**config.mk**
```make
export PLATFORM = sky130hd
export DESIGN_NAME = ysyx_23060025_axi_arbiter_rr
export DESIGN_NICKNAME = d
export VERILOG_FILES = /design/src/rtl/ysyx_23060025_axi_arbiter_rr_pkg.sv /design/src/rtl/ysyx_23060025_axi_arbiter_rr_picker.sv /design/src/rtl/ysyx_23060025_axi_arbiter_rr.sv
export SDC_FILE = /design/constraint.sdc
export NUM_CORES = 1
export LEC_CHECK = 0
export ABC_AREA = 1
export BUFFER_PORTS_ARGS = -buffer_cell sky130_fd_sc_hd__buf_2
export CAP_MARGIN = 20
export CORE_AREA = 2 2 195 197
export CTS_CLUSTER_SIZE = 24
export DETAILED_ROUTE_END_ITERATION = 10
export DIE_AREA = 0 0 197 199
export SLEW_MARGIN = 0
export SYNTH_ARGS = -nofsm -noshare
export SYNTH_HDL_FRONTEND = slang
export SYNTH_HIERARCHICAL = 1
export SYNTH_SLANG_ARGS = --single-unit
```
**constraint.sdc**
```tcl
create_clock -name clock -period 1.9 [get_ports clock]
set_clock_uncertainty 0.05 [all_clocks]
set_input_delay 0.38 -clock clock [delete_from_list [all_inputs] [get_ports clock]]
set_output_delay 0.38 -clock clock [all_outputs]
set_load 0.1 [all_outputs]
```
**src/rtl/ysyx_23060025_axi_arbiter_rr_pkg.sv**
```systemverilog
// Shared definitions for the N-master round-robin AXI4 arbiter:
// burst/response codes, fixed master IDs and the read/write FSM state types.
package ysyx_23060025_axi_arbiter_rr_pkg;

   localparam logic [1:0] BURST_INCR  = 2'b01;

   localparam logic [1:0] RESP_OKAY   = 2'b00;
   localparam logic [1:0] RESP_EXOKAY = 2'b01;
   localparam logic [1:0] RESP_SLVERR = 2'b10;
   localparam logic [1:0] RESP_DECERR = 2'b11;

   localparam int ID_IF  = 0;
   localparam int ID_LSU = 1;

   typedef enum logic [1:0] {
      R_IDLE,
      R_ADDR,
      R_DATA
   } r_state_e;

   typedef enum logic [1:0] {
      W_IDLE,
      W_REQ,
      W_RESP
   } w_state_e;

endpackage

```
**src/rtl/ysyx_23060025_axi_arbiter_rr_picker.sv**
```systemverilog
// Combinational round-robin picker: grants the first asserted request
// strictly after the pointer, wrapping around, as one-hot plus index.
module ysyx_23060025_rr_picker #(
   parameter int N     = 2,
   parameter int IDX_W = 1
) (
   input  logic [N-1:0]     req,
   input  logic [IDX_W-1:0] ptr,
   output logic [N-1:0]     gnt,
   output logic [IDX_W-1:0] idx
);

   localparam logic [IDX_W-1:0] LAST = IDX_W'(N - 1);

   logic [IDX_W-1:0] cand;
   logic             found;

   always_comb begin
      gnt   = '0;
      idx   = '0;
      found = 1'b0;
      cand  = ptr;
      // Walk N candidates starting at ptr+1 so the last winner is checked last.
      for (int k = 0; k < N; k++) begin
         cand = (cand == LAST) ? '0 : cand + 1'b1;
         if (!found && req[cand]) begin
            found     = 1'b1;
            idx       = cand;
            gnt[cand] = 1'b1;
         end
      end
   end

endmodule

```
**src/rtl/ysyx_23060025_axi_arbiter_rr.sv**
```systemverilog
// N-master to 1-slave AXI4 arbiter with independent round-robin read and
// write FSMs; the grant is held for a whole burst and the ID equals the index.
module ysyx_23060025_axi_arbiter_rr
   import ysyx_23060025_axi_arbiter_rr_pkg::*;
#(
   parameter int NUM_MST  = 2,
   parameter int ADDR_LEN = 32,
   parameter int DATA_LEN = 32,
   parameter int ID_W     = 4
) (
   input  logic                           clock,
   input  logic                           reset,
   input  logic [NUM_MST-1:0]             m_arvalid,
   output logic [NUM_MST-1:0]             m_arready,
   input  logic [NUM_MST*ADDR_LEN-1:0]    m_araddr,
   input  logic [NUM_MST*8-1:0]           m_arlen,
   input  logic [NUM_MST*3-1:0]           m_arsize,
   output logic [NUM_MST-1:0]             m_rvalid,
   output logic [NUM_MST-1:0]             m_rlast,
   input  logic [NUM_MST-1:0]             m_rready,
   output logic [DATA_LEN-1:0]            m_rdata,
   output logic [1:0]                     m_rresp,
   input  logic [NUM_MST-1:0]             m_awvalid,
   output logic [NUM_MST-1:0]             m_awready,
   input  logic [NUM_MST*ADDR_LEN-1:0]    m_awaddr,
   input  logic [NUM_MST*8-1:0]           m_awlen,
   input  logic [NUM_MST*3-1:0]           m_awsize,
   input  logic [NUM_MST-1:0]             m_wvalid,
   input  logic [NUM_MST-1:0]             m_wlast,
   output logic [NUM_MST-1:0]             m_wready,
   input  logic [NUM_MST*DATA_LEN-1:0]    m_wdata,
   input  logic [NUM_MST*DATA_LEN/8-1:0]  m_wstrb,
   output logic [NUM_MST-1:0]             m_bvalid,
   output logic [1:0]                     m_bresp,
   input  logic [NUM_MST-1:0]             m_bready,
   output logic                           s_arvalid,
   input  logic                           s_arready,
   output logic [ID_W-1:0]                s_arid,
   output logic [ADDR_LEN-1:0]            s_araddr,
   output logic [7:0]                     s_arlen,
   output logic [2:0]                     s_arsize,
   output logic [1:0]                     s_arburst,
   input  logic                           s_rvalid,
   output logic                           s_rready,
   input  logic [ID_W-1:0]                s_rid,
   input  logic [DATA_LEN-1:0]            s_rdata,
   input  logic [1:0]                     s_rresp,
   input  logic                           s_rlast,
   output logic                           s_awvalid,
   input  logic                           s_awready,
   output logic [ID_W-1:0]                s_awid,
   output logic [ADDR_LEN-1:0]            s_awaddr,
   output logic [7:0]                     s_awlen,
   output logic [2:0]                     s_awsize,
   output logic [1:0]                     s_awburst,
   output logic                           s_wvalid,
   input  logic                           s_wready,
   output logic [DATA_LEN-1:0]            s_wdata,
   output logic [DATA_LEN/8-1:0]          s_wstrb,
   output logic                           s_wlast,
   input  logic                           s_bvalid,
   output logic                           s_bready,
   input  logic [ID_W-1:0]                s_bid,
   input  logic [1:0]                     s_bresp,
   output logic                           id_err
);

   localparam int IDX_W  = $clog2(NUM_MST);
   localparam int STRB_W = DATA_LEN / 8;

   logic [ADDR_LEN-1:0] ar_addr_a [NUM_MST];
   logic [7:0]          ar_len_a  [NUM_MST];
   logic [2:0]          ar_size_a [NUM_MST];
   logic [ADDR_LEN-1:0] aw_addr_a [NUM_MST];
   logic [7:0]          aw_len_a  [NUM_MST];
   logic [2:0]          aw_size_a [NUM_MST];
   logic [DATA_LEN-1:0] w_data_a  [NUM_MST];
   logic [STRB_W-1:0]   w_strb_a  [NUM_MST];

   for (genvar i = 0; i < NUM_MST; i++) begin : g_unpack
      assign ar_addr_a[i] = m_araddr[i*ADDR_LEN +: ADDR_LEN];
      assign ar_len_a[i]  = m_arlen[i*8 +: 8];
      assign ar_size_a[i] = m_arsize[i*3 +: 3];
      assign aw_addr_a[i] = m_awaddr[i*ADDR_LEN +: ADDR_LEN];
      assign aw_len_a[i]  = m_awlen[i*8 +: 8];
      assign aw_size_a[i] = m_awsize[i*3 +: 3];
      assign w_data_a[i]  = m_wdata[i*DATA_LEN +: DATA_LEN];
      assign w_strb_a[i]  = m_wstrb[i*STRB_W +: STRB_W];
   end

   r_state_e         r_state_q, r_state_d;
   logic [IDX_W-1:0] r_gnt_q, r_gnt_d;
   logic [IDX_W-1:0] r_ptr_q, r_ptr_d;
   w_state_e         w_state_q, w_state_d;
   logic [IDX_W-1:0] w_gnt_q, w_gnt_d;
   logic [IDX_W-1:0] w_ptr_q, w_ptr_d;
   logic             aw_done_q, aw_done_d;
   logic             w_done_q, w_done_d;
   logic             id_err_q, id_err_d;

   logic [NUM_MST-1:0] r_pick_gnt, w_pick_gnt;
   logic [IDX_W-1:0]   r_pick_idx, w_pick_idx;
   logic               r_hs, b_hs, aw_fire, w_last_fire;

   ysyx_23060025_rr_picker #(.N(NUM_MST), .IDX_W(IDX_W)) u_r_pick (
      .req (m_arvalid),
      .ptr (r_ptr_q),
      .gnt (r_pick_gnt),
      .idx (r_pick_idx)
   );

   ysyx_23060025_rr_picker #(.N(NUM_MST), .IDX_W(IDX_W)) u_w_pick (
      .req (m_awvalid),
      .ptr (w_ptr_q),
      .gnt (w_pick_gnt),
      .idx (w_pick_idx)
   );

   // Slave-side payload always follows the registered grant; valids gate it.
   assign s_arid    = ID_W'(r_gnt_q);
   assign s_araddr  = ar_addr_a[r_gnt_q];
   assign s_arlen   = ar_len_a[r_gnt_q];
   assign s_arsize  = ar_size_a[r_gnt_q];
   assign s_arburst = BURST_INCR;
   assign s_awid    = ID_W'(w_gnt_q);
   assign s_awaddr  = aw_addr_a[w_gnt_q];
   assign s_awlen   = aw_len_a[w_gnt_q];
   assign s_awsize  = aw_size_a[w_gnt_q];
   assign s_awburst = BURST_INCR;
   assign s_wdata   = w_data_a[w_gnt_q];
   assign s_wstrb   = w_strb_a[w_gnt_q];
   assign s_wlast   = m_wlast[w_gnt_q];
   assign m_rdata   = s_rdata;
   assign m_rresp   = s_rresp;
   assign m_bresp   = s_bresp;
   assign id_err    = id_err_q;

   always_comb begin
      r_state_d = r_state_q;
      r_gnt_d   = r_gnt_q;
      r_ptr_d   = r_ptr_q;
      s_arvalid = 1'b0;
      m_arready = '0;
      m_rvalid  = '0;
      m_rlast   = '0;
      s_rready  = 1'b0;
      r_hs      = 1'b0;
      case (r_state_q)
         R_IDLE: begin
            if (|r_pick_gnt) begin
               r_gnt_d   = r_pick_idx;
               r_state_d = R_ADDR;
            end
         end
         R_ADDR: begin
            s_arvalid          = m_arvalid[r_gnt_q];
            m_arready[r_gnt_q] = s_arready;
            if (m_arvalid[r_gnt_q] && s_arready) r_state_d = R_DATA;
         end
         R_DATA: begin
            m_rvalid[r_gnt_q] = s_rvalid;
            m_rlast[r_gnt_q]  = s_rlast;
            s_rready          = m_rready[r_gnt_q];
            r_hs              = s_rvalid && m_rready[r_gnt_q];
            if (r_hs && s_rlast) begin
               r_state_d = R_IDLE;
               r_ptr_d   = r_gnt_q;
            end
         end
         default: r_state_d = R_IDLE;
      endcase
   end

   always_comb begin
      w_state_d   = w_state_q;
      w_gnt_d     = w_gnt_q;
      w_ptr_d     = w_ptr_q;
      aw_done_d   = aw_done_q;
      w_done_d    = w_done_q;
      s_awvalid   = 1'b0;
      m_awready   = '0;
      s_wvalid    = 1'b0;
      m_wready    = '0;
      m_bvalid    = '0;
      s_bready    = 1'b0;
      aw_fire     = 1'b0;
      w_last_fire = 1'b0;
      b_hs        = 1'b0;
      case (w_state_q)
         W_IDLE: begin
            if (|w_pick_gnt) begin
               w_gnt_d   = w_pick_idx;
               w_state_d = W_REQ;
            end
         end
         W_REQ: begin
            // AW and W finish independently; each side goes quiet once done.
            s_awvalid          = m_awvalid[w_gnt_q] && !aw_done_q;
            m_awready[w_gnt_q] = s_awready && !aw_done_q;
            s_wvalid           = m_wvalid[w_gnt_q] && !w_done_q;
            m_wready[w_gnt_q]  = s_wready && !w_done_q;
            aw_fire            = s_awvalid && s_awready;
            w_last_fire        = s_wvalid && s_wready && m_wlast[w_gnt_q];
            if ((aw_done_q || aw_fire) && (w_done_q || w_last_fire)) begin
               w_state_d = W_RESP;
               aw_done_d = 1'b0;
               w_done_d  = 1'b0;
            end else begin
               aw_done_d = aw_done_q || aw_fire;
               w_done_d  = w_done_q || w_last_fire;
            end
         end
         W_RESP: begin
            m_bvalid[w_gnt_q] = s_bvalid;
            s_bready          = m_bready[w_gnt_q];
            b_hs              = s_bvalid && m_bready[w_gnt_q];
            if (b_hs) begin
               w_state_d = W_IDLE;
               w_ptr_d   = w_gnt_q;
            end
         end
         default: w_state_d = W_IDLE;
      endcase
   end

   assign id_err_d = (r_hs && (s_rid != ID_W'(r_gnt_q))) ||
                     (b_hs && (s_bid != ID_W'(w_gnt_q)));

   always_ff @(posedge clock) begin
      if (reset) begin
         r_state_q <= R_IDLE;
         r_gnt_q   <= '0;
         r_ptr_q   <= IDX_W'(NUM_MST - 1);
         w_state_q <= W_IDLE;
         w_gnt_q   <= '0;
         w_ptr_q   <= IDX_W'(NUM_MST - 1);
         aw_done_q <= 1'b0;
         w_done_q  <= 1'b0;
         id_err_q  <= 1'b0;
      end else begin
         r_state_q <= r_state_d;
         r_gnt_q   <= r_gnt_d;
         r_ptr_q   <= r_ptr_d;
         w_state_q <= w_state_d;
         w_gnt_q   <= w_gnt_d;
         w_ptr_q   <= w_ptr_d;
         aw_done_q <= aw_done_d;
         w_done_q  <= w_done_d;
         id_err_q  <= id_err_d;
      end
   end

endmodule

```
# Word-level counts from Yosys, hierarchy flattened
# Cells that the tools add are included.
# W data, S select, Z words.
# totals
regBits	11
latch_bits	0
mem_bits_rw	0
rom_bits	0
elab_cells	181
memories	0
# op_classes
add_sub_neg	4
multipliers	0
div	0
order_cmp	14
n_eq_ne	12
n_shift	0
muxes	93
bitwise	10
n_reduce_logical	39
# ops
operator	count
$mux W32	9
$mux W8	6
$mux W1	45
$mux W2	16
$logic_and A1 B1 Y1	22
$mux W3	6
$and A2 B2 Y2	6
$lt A1 B2 Y1 const B	6
$mux W4	3
$ne A2 B2 Y1 const B	6
$pmux W2 S3	2
$ne A4 B1 Y1	2
$reduce_and A2 Y1	4
$demux W1 S1	6
$ge A1 B1 Y1 const B	6
$reduce_and A3 Y1	2
$add A1 B1 Y1 const B	4
$eq A2 B1 Y1 const B	2
$eq A2 B2 Y1 const B	2
$ge A2 B2 Y1 const B	2
$logic_not A1 Y1	4
$logic_not A2 Y1	2
$not A1 Y2	2
$or A2 B2 Y2	2
other kinds (2)	5

# Logic depth before layout (Yosys ltp)
# Gate-level depths: netlist (run 1).
# logic_depth
ltp_word	13
ltp_mapped	10

# Modules after synthesis
# Netlist (run 1), hierarchy kept.
# by_module_without_submodules
mod	n_inst	cells_each	area_each_um2	seq_area_each_um2
ysyx_23060025_axi_arbiter_rr	1	579	2671.3	220.2
ysyx_23060025_rr_picker	2	6	25.0	0.0

# Worst setup path after synthesis (run 1)
# Ideal clock, no wire load.
# synth_path
path_kind	register -> output
from	register w_gnt_q
to	output port m_awready[0]
arrival_time_ns	2.831
required_time_ns	1.470
path_slack_ns	-1.361
path_stages_with_launch	5
path_cell_list	dfxtp_1 buf_6 buf_2 buf_2 nor3_1
# synth_between
elab_chain_cells	6
# synth_rtl
element	line_no	rtl
from (decl)	ysyx_23060025_axi_arbiter_rr.sv:95	logic [IDX_W-1:0] w_gnt_q, w_gnt_d;
from (signal assigned)	ysyx_23060025_axi_arbiter_rr.sv:245	w_gnt_q <= w_gnt_d;
$lt A1 B2 Y1 (implied by the code) / $ge A1 B1 Y1 (equally long branches)	ysyx_23060025_axi_arbiter_rr.sv:199	m_awready[w_gnt_q] = s_awready && !aw_done_q;
$logic_and A1 B1 Y1	ysyx_23060025_axi_arbiter_rr.sv:199	
$mux W1 (implied by the code)	ysyx_23060025_axi_arbiter_rr.sv:199	
$demux W1 S1 (*)	ysyx_23060025_axi_arbiter_rr.sv:199	
$and A2 B2 Y2 (no source line) (*)	-	
$mux W2 (*)	ysyx_23060025_axi_arbiter_rr.sv:189	case (w_state_q)
to (decl)	ysyx_23060025_axi_arbiter_rr.sv:24	output logic [NUM_MST-1:0] m_awready,
# Every way passes the cells marked *; elsewhere a longest branch is shown, timed or not.

# Worst setup path in the final report (run 1)
# layout_path
from	register w_gnt_q
to	output port s_wdata[18]
# layout_between
elab_chain_cells	4
# layout_rtl
element	line_no	rtl
$not A1 Y2 (implied by the code)	ysyx_23060025_axi_arbiter_rr.sv:130	assign s_wdata = w_data_a[w_gnt_q];
$mux W32 (implied by the code) (3 in series)	ysyx_23060025_axi_arbiter_rr.sv:130	
to (decl)	ysyx_23060025_axi_arbiter_rr.sv:58	output logic [DATA_LEN-1:0] s_wdata,
# Every way passes these cells. The select of a mux whose other input is x is not followed.

==> results summary, run 1 <==
The flow ran to the end, but the final reports show violations. The final reports fail on setup timing. The hold path depth is 2. In the global route stage, overall resource usage came out at a little under an eighth. The TritonCTS clock tree is done.

Across all setup checks in the final design, the least slack found is -0.00623 ns. The largest area contributor in the netlist is sky130_fd_sc_hd__nand2_1. CTS built an H-tree with a depth of 1. At the end of the flow, the number of nets in the layout was approximately 1300. The worst path uses 100% of the clock period.

In this run the worst path has a maximum fanout of 20. The cell area after synthesis is roughly 2700 sq um. The worst setup path is captured at an output port. The final weighted congestion in routability-driven placement is roughly 0.86. The final hold violation count came out at 0. Dividing total power by cell area gives a power density of around 1700 nW/um^2. The class of the tightest hold or removal check is in -> reg.

Setup violations remaining at the end of the flow were counted as 2. For this run, the register share of the synthesized area comes to about 8.1%. The final cell count without fillers is ~1400. The final worst hold slack is 0.321 ns.

The number of DRC violations after detailed routing is 0. The HPWL after detailed placement is roughly 21000 microns. The distinct cell type count of the synthesized netlist is 22. The synthesized netlist cell count is roughly 590.

The first-iteration detailed-routing DRC count came out at 121. The cell sitting at the root of the clock tree is a sky130_fd_sc_hd__clkbuf_16. The area growth from synthesis to layout is 189%. The number of synthesized flops with an enable pin is 0. The setup path with the least slack is of type reg -> out. The number of clock sinks seen by CTS came out at 11. In this run the core area contains 71 standard-cell rows.

Yosys printed 6 warnings. The number of cells on the worst reg-to-reg path came out at 9. The maximum vdd drop came out at ~0.0006 V. The number of slew-limit violations in the final report is 0. For this block, the routed nets add up to around 23000 microns of wire. Global routing used a little over a tenth of the available met1 tracks. The global route total overflow is 0.

The via count of the first global-routing pass came out at roughly 5000. The quantity of I/O buffers inserted on ports came out at slightly above 400. The share of the synthesized area in the top cell type is a little under three fifths. For this run, the leading register cell type out of synthesis is sky130_fd_sc_hd__dfxtp_1. The average cell area after synthesis came out at roughly 4.6 sq um.

By area the synthesized netlist is led by sky130_fd_sc_hd__nand2_1, sky130_fd_sc_hd__buf_4, sky130_fd_sc_hd__dfxtp_1, sky130_fd_sc_hd__buf_2, sky130_fd_sc_hd__inv_1. In this run the critical register-to-register path is captured at w_state_q[1]$_SDFFE_PP0P_. The number of max-cap violations is 0. The buffer levels on the longest clock path came out at 2. The routed length per placed instance came out at 16.2 microns.

The number of buffers inserted by hold repair at cts came out at 0. The clock network latency to the later pin of the worst-skew pair came out at 0.24 ns. The detailed-route vias per instance is between 3 and 4. The clock slew at the register clock pins of the worst setup and hold paths came out at 0.05 ns. met2 is the most crowded layer. The number of synthesized register bits came out at 11.

The total number of vias is 4966. The width of the die came out at ~200 microns. The floorplan core area is 37100 sq um.

The count of antenna-violating nets left after detailed routing is 0. In this run the critical register-to-register path is launched from w_gnt_q$_SDFFE_PP0P_. The global-route wire length before repair came out at between 30000 and 40000 microns. The data required time at the worst endpoint came out at around 1.5 ns. The met3 usage in global routing is under 10%. The clock period minus worst slack is about 1.9 ns.

The register-to-register path setup slack came out at about 0.45 ns. The most frequently used cell type in the post-synthesis netlist is sky130_fd_sc_hd__nand2_1. The number of buffers created by CTS came out at 3. The post-placement cell count came out at ~1400.

Global routing consumed, on the met2 layer, 22.4% of the routing resources. The fraction of final layout cells with drive strength greater than 1 is 62.2%. The starting density of the core came out at 7.33%.

The pin count of the biggest net entering global routing is 39. The die height came out at 199 microns. The number of top-level design ports came out at 497.

The fmax is ~520 MHz. The data arrival time at the worst-slack endpoint is 1.48 ns. The die covers 39200 sq um. STA classifies the critical path startpoint as a flop. The startpoint identified for the worst hold timing path is reset. The worst hold path terminates at id_err$_SDFF_PP0_.

In the synthesized netlist the async set-or-reset flop fraction comes to 0%. The first-pass detailed-route iteration total came out at 4. In the synthesized netlist, the cells that appear most often are sky130_fd_sc_hd__nand2_1, sky130_fd_sc_hd__buf_4, sky130_fd_sc_hd__buf_2. The initial antenna violation count is 16. The leakage power figure is 0.00407 uW. Setup repair after global routing could not meet its margin everywhere.
==> layer usage <==
| layer | routed length (microns) | up-vias |
|---|---|---|
| li1 | - | 2454 |
| met1 | 7720 | 2128 |
| met4 | 721 | 18 |
| met2 | 12400 | 330 |
| met5 | 119 | - |
| met3 | 2370 | 36 |
==> cell families after synthesis <==
kind of cell           count (synthesis)  share of synthesized area [%]
AND/OR/NAND/NOR                      450                           63.8
buffers and inverters                101                           22.3
AO/OA/AOI/OAI                         25                           4.97
flip-flops                            11                           8.09
XOR/XNOR                               2                          0.644
other                                  2                          0.276
==> through the flow <==
step           setup WS, ns   TNS, ns  area [sq um]  total power (uW)  utilization [%]
2_1_floorplan        -0.410     -2.07          3160              8410                -
3_3_place_gp          0.106         0          7590             12800             20.5
3_5_place_dp          0.100         0          7590             12800             20.5
4_1_cts             -0.0354   -0.0354          7820             13600             21.1
5_1_grt             -0.0470    -0.997          7860             13900             21.2
6_report           -0.00623  -0.00673          7870             13500             21.2
==> worst max-delay path by stage <==
stage / depth (start not counted) / endpoint / startpoint
global placement: 5 / s_awlen[1] / w_gnt_q$_SDFFE_PP0P_
global route: 4 / s_wvalid / w_gnt_q$_SDFFE_PP0P_
finish: 6 / s_wdata[18] / w_gnt_q$_SDFFE_PP0P_
detailed placement: 5 / s_awlen[1] / w_gnt_q$_SDFFE_PP0P_
CTS: 5 / s_wvalid / w_gnt_q$_SDFFE_PP0P_
floorplan: 4 / m_awready[1] / w_gnt_q$_SDFFE_PP0P_
==> cells in the final DEF (no fill, tap or decap), types with 5 or more instances in the layout <==
| cell | count |
|---|---|
| sky130_fd_sc_hd__a21oi_1 | 14 |
| sky130_fd_sc_hd__buf_12 | 146 |
| sky130_fd_sc_hd__buf_2 | 273 |
| sky130_fd_sc_hd__buf_4 | 7 |
| sky130_fd_sc_hd__conb_1 | 10 |
| sky130_fd_sc_hd__dfxtp_1 | 8 |
| sky130_fd_sc_hd__diode_2 | 5 |
| sky130_fd_sc_hd__inv_1 | 20 |
| sky130_fd_sc_hd__nand2_1 | 280 |
| sky130_fd_sc_hd__nand2_2 | 130 |
| sky130_fd_sc_hd__nor2_1 | 13 |
| sky130_fd_sc_hd__nor2_4 | 5 |
| sky130_fd_sc_hd__nor3_4 | 8 |
| sky130_fd_sc_hd__o21ai_0 | 6 |
==> what timing repair did <==
action | in CTS | in global routing
cloned | 2 | 0
setup endpoints to repair | 63 | 64
buffers inserted | 3 | 0
pin swaps | 4 | 7
gates resized for setup | 18 | 11
hold endpoints to repair | 0 | 0
==> worst max-delay path: stages (launching register included) <==
cell and delay, ns:
sky130_fd_sc_hd__dfxtp_4 0.44, sky130_fd_sc_hd__buf_4 0.15, sky130_fd_sc_hd__buf_12 0.11, sky130_fd_sc_hd__buf_16 0.15, sky130_fd_sc_hd__nand2_1 0.09, sky130_fd_sc_hd__nand2_2 0.11
sky130_fd_sc_hd__buf_12 0.18
==> power by group <==
part	switching, uW	internal (uW)	leakage [uW]
Sequential	82.1	285	0.0000914
Combinational	8630	4080	0.00394
Clock	115	283	0.0000382
Total	8820	4650	0.00407
==> sequential cells by signal (all words and copies together), names as in the netlist <==
name / cells
r_gnt_q: 1
r_state_q: 2
w_done_q: 1
r_ptr_q: 1
id_err: 1
w_state_q: 2
w_gnt_q: 1
aw_done_q: 1
w_ptr_q: 1
==> layout make-up <==
type                    count  area (sq um)
clock buffers               4          78.8
diodes                      5          12.5
multi-input cells         487          2390
fillers                  4075         29300
inverters                  24           105
flip-flops and latches     11           226
well taps                 474           593
repair buffers            432          4460
Power figures use the tool's default switching activity.
==> inputs of run 2 (changes only) <==
--- a/config.mk
+++ b/config.mk
@@ -8,10 +8,11 @@
 export ABC_AREA = 1
 export BUFFER_PORTS_ARGS = -buffer_cell sky130_fd_sc_hd__buf_2
 export CAP_MARGIN = 20
-export CORE_AREA = 2 2 195 197
+export CORE_AREA = 2 2 191 193
+export CTS_BUF_LIST = sky130_fd_sc_hd__clkbuf_4 sky130_fd_sc_hd__clkbuf_8
 export CTS_CLUSTER_SIZE = 24
 export DETAILED_ROUTE_END_ITERATION = 10
-export DIE_AREA = 0 0 197 199
+export DIE_AREA = 0 0 193 195
 export SLEW_MARGIN = 0
 export SYNTH_ARGS = -nofsm -noshare
 export SYNTH_HDL_FRONTEND = slang
==> run 2 against run 1 <==
Net effect: the flow now finishes without violations; largest cell class unchanged; power decreased by 2.2%; sequential cell count unchanged; sequential power decreased by 3%; critical path type unchanged; largest power group unchanged; highest routed layer unchanged; utilization increased by 0.71 points.
==> results summary, run 2 (synthesis results as in run 1) <==
The sequential standard cell area came out at 228 sq um. The number of H-tree branching levels is 1. The congestion estimate from routability-driven global placement came to between 0.8 and 0.9. The synthesis-to-layout area growth is 185%.

The final core area utilization is roughly 22%. Global routing consumed, over all layers together, 11.1% of the routing resources. Detailed placement ended at an HPWL of around 20000 microns.

The floorplan core area is about 35000 sq um. The initial antenna violation count is 11. The net load switching power is between 8000 and 9000 uW. The starting density of the core is roughly 7.7%. The final worst hold slack is approximately 0.33 ns.

The library cell used most frequently in the layout, excluding fill and tap cells, is sky130_fd_sc_hd__nand2_1. The launch point of the worst reg-to-reg path is w_gnt_q$_SDFFE_PP0P_. The number of cells on the worst reg-to-reg path is 9.

The final hold violation count is 0. The via count of the first global-routing pass is about 5000. The number of buffers created by CTS came out at 3. For the worst setup path, the data arrival time is around 1.4 ns. For this run, design rule violations remaining after detail routing come to 0.

The flow ran to the end, and the final reports show no timing, DRC or antenna violations. The final critical-path share of the clock period is between 90% and 100%. The first-pass detailed-route iteration total is 4. The number of endpoints failing setup at the final stage came out at 0. In this run the critical register-to-register path is captured at w_state_q[1]$_SDFFE_PP0P_. CTS placed an instance of sky130_fd_sc_hd__clkbuf_8 at the clock tree root. The largest registers in the layout are r_state_q: 2 flops, w_state_q: 2 flops. The cell area reported after detailed placement came out at 7550 sq um. Setup repair after global routing could not meet its margin everywhere. The finished cells cover slightly below 8000 sq um. The data required time at the worst endpoint is 1.47 ns. After global routing the overflow that remains totals 0. The total power after layout is around 13000 uW. The number of nets in the final layout came out at 1260.

The fraction of final layout cells with drive strength greater than 1 is slightly above 60%. The standard-cell row count came out at 69. In the routed layout, each cell is associated on average with a via count of between 3 and 4. The width of the die is just under 200 microns.

The number of clock sinks seen by CTS came out at 11. The number of slew-limit violations in the final report came out at 0. IR analysis of the VDD net gives a maximum drop of 0.00107 V.

The net switching fraction of the power is about two thirds. The fmax came out at ~540 MHz. Tracing the worst setup path back leads to its startpoint at r_gnt_q$_SDFFE_PP0P_.

The part of the power in combinational logic came out at roughly 95%. The critical path startpoint category is a flop. In this run the post-CTS setup repair buffer count came out at 0. The clock period minus worst slack is around 1.8 ns.

TritonCTS built the clock tree. The die area is 37600 sq um. The critical path ends at s_arvalid. In this run the power density over the cells is around 1700 nW/um^2.

The count of antenna-violating nets left after detailed routing is 0. In this run, flip-flops and latches consume roughly 2.7% of the power. The leakage power figure is between 0.004 and 0.005 uW. The total number of vias came out at about 5000. Of all nets on the critical path, the largest fanout is 8. The clock network latency to the later pin of the worst-skew pair came out at around 0.24 ns. The first-iteration detailed-routing DRC count is roughly 140.

For this design the top-level I/O count stands at between 400 and 500. The global-route wire length before repair is 29700 microns. Counting the fill cells in the layout gives between 3000 and 4000. The clock network accounts for ~2.0% of the total power.

The area occupied by multi-input gates is 2370 sq um. The kind of end point of the critical path is an output port. After clock tree synthesis, the clock-pin slew on the worst setup and hold paths is approximately 0.050 ns. The pin count of the biggest net entering global routing is between 60 and 70. The die height is 195 microns. The internal cell power came out at around 4400 uW. The worst register-to-register path has a setup slack of 0.47 ns. Across the run, the number of max-cap violations was 0.

Leaving out fill and tap cells, the most frequent cells in the layout are sky130_fd_sc_hd__nand2_1, sky130_fd_sc_hd__buf_2, sky130_fd_sc_hd__buf_12. The final wirelength is 22800 microns. The clock passes through at most 2 buffers. In this run the worst hold path is classified as in -> reg. In the final routed layout, each cell accounts on average for around 16 microns. The quantity of I/O buffers inserted on ports came out at about 410. The worst setup path category is reg -> out.
==> run 2: cell types whose count changed in the layout (fill, tap and decap cells not counted), sizes merged <==
| cell | delta |
|---|---|
| buf | -8 |
| diode | +2 |
| clkbuf | +1 |
==> run 2: area by class of cell <==
type,count,area share [%]
timing repair buffer,425,56.9
clock buffer,4,0.630
multi-input combinational,487,30.6
tap,461,7.44
antenna,7,0.226
inverter,24,1.32
sequential,11,2.94
==> run 2: through the flow <==
step	TNS [ns]	instances	setup slack, ns
global placement	0	1406	0.166
finish	0	1419	0.0543
floorplan	-2.07	599	-0.410
detailed placement	0	1406	0.169
CTS	-0.00640	1411	-0.00640
global route	-0.0177	1418	-0.00949
==> run 2: worst min-delay path by stage <==
stage,cells past startpoint,slack [ns],to,from
after floorplan,2,0.39,aw_done_q$_SDFFE_PP0P_,aw_done_q$_SDFFE_PP0P_
after global placement,2,0.40,aw_done_q$_SDFFE_PP0P_,aw_done_q$_SDFFE_PP0P_
after detailed placement,2,0.42,aw_done_q$_SDFFE_PP0P_,aw_done_q$_SDFFE_PP0P_
after CTS,2,0.33,r_state_q[0]$_SDFFE_PP0P_,reset
after global routing,2,0.34,r_state_q[0]$_SDFFE_PP0P_,reset
final,2,0.33,r_state_q[0]$_SDFFE_PP0P_,reset
==> run 2: timing repair <==
item,4_1_cts,5_1_grt
gates cloned,1,1
hold buffers,0,0
resized for setup,13,10
endpoints found under the setup margin,65,24
pin swaps,1,1
hold endpoints to repair,0,0
==> run 2: power by group through the flow <==
stage,clock network (uW),registers (uW),logic (uW)
after global routing,284,362,13000
after CTS,278,343,12600
after floorplan,0,324,8080
after detailed placement,0,345,12500
after global placement,0,340,12400
final,259,355,12600
==> run 2: critical path: stages (launching register included) <==
cell	delay [ns]
sky130_fd_sc_hd__dfxtp_4	0.38
sky130_fd_sc_hd__buf_8	0.16
sky130_fd_sc_hd__or2_2	0.30
sky130_fd_sc_hd__o21ai_2	0.08
sky130_fd_sc_hd__nor2_2	0.08
sky130_fd_sc_hd__buf_12	0.17
==> run 2: layer usage <==
layer	wire length [microns]	share of wire, %	vias up	GRT usage [%]
met4	784	3.4	8	4.63
met1	7240	32	2168	9.53
met2	12200	53	343	22.3
met5	90	0.39	-	1.06
met3	2520	11	24	4.08
li1	-	-	2438	-
==> inputs of run 3 (changes only) <==
--- a/config.mk
+++ b/config.mk
@@ -5,14 +5,13 @@
 export SDC_FILE = /design/constraint.sdc
 export NUM_CORES = 1
 export LEC_CHECK = 0
-export ABC_AREA = 1
 export BUFFER_PORTS_ARGS = -buffer_cell sky130_fd_sc_hd__buf_2
 export CAP_MARGIN = 20
-export CORE_AREA = 2 2 191 193
+export CORE_AREA = 2 2 192 194
 export CTS_BUF_LIST = sky130_fd_sc_hd__clkbuf_4 sky130_fd_sc_hd__clkbuf_8
 export CTS_CLUSTER_SIZE = 24
 export DETAILED_ROUTE_END_ITERATION = 10
-export DIE_AREA = 0 0 193 195
+export DIE_AREA = 0 0 194 196
 export SLEW_MARGIN = 0
 export SYNTH_ARGS = -nofsm -noshare
 export SYNTH_HDL_FRONTEND = slang
==> run 3 against run 2 <==
Net effect: via count is 23% lower; utilization is 2.0 points lower; global-route usage is 2.2 points lower; largest power group unchanged; wire length is 17% lower; worst setup slack worse by 0.12 ns; fmax is 6.3% lower; the flow now finishes with violations (setup timing); non-clock buffer count is 21 higher; combinational power is 71% lower; worst hold slack better by 0.091 ns; sequential cell count stayed put; sequential power is 23% lower.
==> results summary, run 3 <==
The detailed-route vias per instance is approximately 3.3. The normalized max-slew margin is between 60 and 70%. Detailed placement finished with a half-perimeter wire length of between 10000 and 15000 microns.

In this run the power density over the cells is 582 nW/um^2. The average cell area after synthesis is slightly above 9 sq um. The critical path goes through buf_12 > buf_8 > mux2_4 > nor3b_4 > buf_12. The worst setup path category is reg -> out. The clock network latency to the later pin of the worst-skew pair is 0.25 ns. The congestion estimate from routability-driven global placement came to about 0.84. The number of top-level design ports came out at approximately 500. The largest registers in the layout are r_state_q: 2 flops, w_state_q: 2 flops.

The final critical-path share of the clock period is 104%. The kind of end point of the critical path is an output port. The worst-case setup margin in the final layout came out at -0.0700 ns.

The stage delay of the slowest cell on the critical path is roughly 0.41 ns. STA classifies the critical path startpoint as a flop. The leakage power figure is approximately 0.0034 uW. At the worst endpoint, the required time is 1.47 ns. The cell area reported after detailed placement is about 5400 sq um. Setup repair after global routing could not meet its margin everywhere. The final reports fail on setup timing. The total number of vias is just under 4000. The worst register-to-register path has a depth of 6. Broken down by cell family, the worst path's largest delay share belongs to buffers and inverters. The number of DRC violations after detailed routing is 0.

The number of synthesis warnings came out at 6. The most frequently used cell type in the post-synthesis netlist is sky130_fd_sc_hd__mux2_2. The net switching fraction of the power is between 60% and 70%. The number of buffers created by CTS came out at 3. The sequential standard cell area is ~230 sq um. The cell count after synthesis came out at 288. The die covers 38000 sq um. The maximum vdd drop came out at between 0.0003 and 0.0004 V. After routing the design area is ~7200 sq um. The buffers plus inverters on the worst setup path is 3. The post-synthesis compound-gate area fraction is 9.89%. The completed layout was analyzed and its total power is ~4200 uW. The number of nets in the final layout came out at between 900 and 1000.

The count of buffers added on input and output ports is just over 400. The slowest stage of the critical path belongs to the cell sky130_fd_sc_hd__dfxtp_4. The net load switching power is 2510 uW. Counting instances in the post-synthesis netlist gives the leading cell types as sky130_fd_sc_hd__mux2_2, sky130_fd_sc_hd__buf_4, sky130_fd_sc_hd__buf_2.

In this run the cell area of the synthesized design comes to between 2000 and 3000 sq um. The routed length per placed instance is 16.4 microns. For this configuration, the core starts out at a cell density of roughly 7.4%. The first-iteration detailed-routing DRC count is about 100. The class of the tightest hold or removal check is in -> reg. The clock slew at the register clock pins of the worst setup and hold paths is roughly 0.06 ns. The final cell count without fillers is between 1000 and 1500. After filler insertion, the fill cell instance count of the layout stands at just under 4000. The number of gates on the worst path with buffers counted came out at 5. The global routing usage summed across all routing layers is 8.93%. The transition time at the pin with the least slew margin is roughly 0.52 ns. The tool flagged a number of max-cap violations equal to 0. The setup TNS after final layout came out at -1.27 ns. The count of antenna-violating nets left after detailed routing came out at 0. The number of endpoints failing setup at the final stage came out at 29. The global-route wire length before repair is roughly 25000 microns. The buffer levels on the longest clock path is 2.

The global route total overflow came out at 0. The pin count of the biggest net entering global routing is 31. The share of the synthesized area in the top cell type is a little over half. CTS built an H-tree with a depth of 1. By area the synthesized netlist is led by sky130_fd_sc_hd__mux2_2, sky130_fd_sc_hd__buf_4, sky130_fd_sc_hd__dfxtp_1, sky130_fd_sc_hd__buf_2, sky130_fd_sc_hd__inv_1. The library cells used most frequently in the layout, excluding fill and tap cells, are sky130_fd_sc_hd__buf_2, sky130_fd_sc_hd__buf_12, sky130_fd_sc_hd__mux2_2.

Of the total power, the clock network draws around 6.6%. The worst hold path passes through 2 cells. The combinational family with the most area after synthesis is multiplexers. The number of slew-limit violations in the final report is 0. The proportion of synthesized flip-flops having asynchronous set or reset came out at 0%. For the worst setup path, the data arrival time is ~1.5 ns. Internal power comes to around 1700 uW.

The synthesis-to-layout area growth is 170%. Derived from the worst setup path, the maximum achievable clock frequency is roughly 500 MHz. The TritonCTS clock tree is done.

The final core area utilization is 19.9%. Along the worst path, the maximum fanout reaches 5. The post-placement cell count is about 1100. The fraction of synthesized cell area in xor and xnor cells came out at less than 1%.

The tree is rooted in a sky130_fd_sc_hd__clkbuf_8. The library cell used most frequently in the layout, excluding fill and tap cells, is sky130_fd_sc_hd__buf_2. Per report_power, the combinational group accounts for 86.9% of the total. The region available for standard cell placement spans roughly 36000 sq um. The largest area contributor in the netlist is sky130_fd_sc_hd__mux2_2. After Yosys synthesis, and, or, nand and nor cells account for ~8.7% of the synthesized area.

Summing all multi-input logic gate instances after layout gives between 2000 and 2500 sq um. The run finished, with violations left. The final hold violation count is 0. The distinct cell type count of the synthesized netlist came out at between 40 and 50. The clock period minus worst slack is 1.97 ns. The sequential cell fraction of total power is between 6 and 7%. The via count of the first global-routing pass came out at roughly 4000. The most repeated library cell on the critical path is sky130_fd_sc_hd__buf_12. The number of buffers inserted by hold repair at cts is 0. Sequential elements use a little over 8% of the synthesized area. After synthesis, the share of cell area in mux cells is between 50% and 60%. Counting flops with a built-in enable in the synthesized netlist gives 0. The initial antenna violation count came out at 3. After floorplanning, the core was divided into 70 placement rows. The number of clock sinks seen by CTS is 11. The first-pass detailed-route iteration total came out at 4. The fraction of final layout cells with drive strength greater than 1 is 88.4%. The die is approximately 200 microns tall.

The number of synthesized register bits came out at 11. The die is between 150 and 200 microns wide. Summing the areas of all fa, ha and maj instances in the mapped netlist gives 0% of the synthesized area.

The final wirelength came out at around 19000 microns. The most used flip-flop cell after synthesis is sky130_fd_sc_hd__dfxtp_1.
-- run 3: path summary, 6_finish.rpt --
kind	start	endpoint	slack (ns)
worst min register to register	r_ptr_q$_SDFFE_PP1P_	r_ptr_q$_SDFFE_PP1P_	0.49
worst min-delay path	reset	w_done_q$_SDFFE_PP0P_	0.42
worst max register to register	w_gnt_q$_SDFFE_PP0P_	aw_done_q$_SDFFE_PP0P_	0.12
worst max-delay path	w_gnt_q$_SDFFE_PP0P_	s_wvalid	-0.07
-- run 3: per-layer routing --
metal | wire (microns) | vias up | track usage, % | share of wire, %
li1 | - | 1792 | - | -
met1 | 6820 | 1726 | 9.27 | 36
met2 | 10100 | 301 | 17.5 | 53
met3 | 1620 | 22 | 2.18 | 8.6
met4 | 339 | 0 | 2.69 | 1.8
met5 | 0 | - | 0 | 0
-- run 3: cells by family after synthesis --
group / after synthesis
AO/OA/AOI/OAI: 34
XOR/XNOR: 1
buffers and inverters: 74
flip-flops: 11
multiplexers: 128
other: 2
AND/OR/NAND/NOR: 38
-- run 3: cell type report --
type	instances	area share, %
inverter	10	0.524
tap	468	8.17
clock buffer	4	0.681
sequential	11	3.23
timing repair buffer	446	55.1
antenna	2	0.0698
multi-input combinational	211	32.2
-- run 3: power by group through the flow --
stage               combinational [uW]  sequential [uW]  clock [uW]
floorplan                         2670              271           0
global placement                  2930              277           0
detailed placement                2940              279           0
CTS                               3470              271         296
global route                      3730              276         303
finish                            3620              272         276
-- run 3: stage by stage --
stage               setup WS (ns)  hold slack [ns]
floorplan                  -0.461            0.392
global placement           0.0538            0.462
detailed placement       -0.00174            0.483
CTS                        -0.110            0.424
global route               -0.136            0.452
finish                    -0.0700            0.425
-- run 3: repair_timing --
item,CTS,global route
pin swaps,2,0
endpoints found under the setup margin,122,113
gates cloned,4,4
buffers inserted,8,2
gates resized for setup,316,87
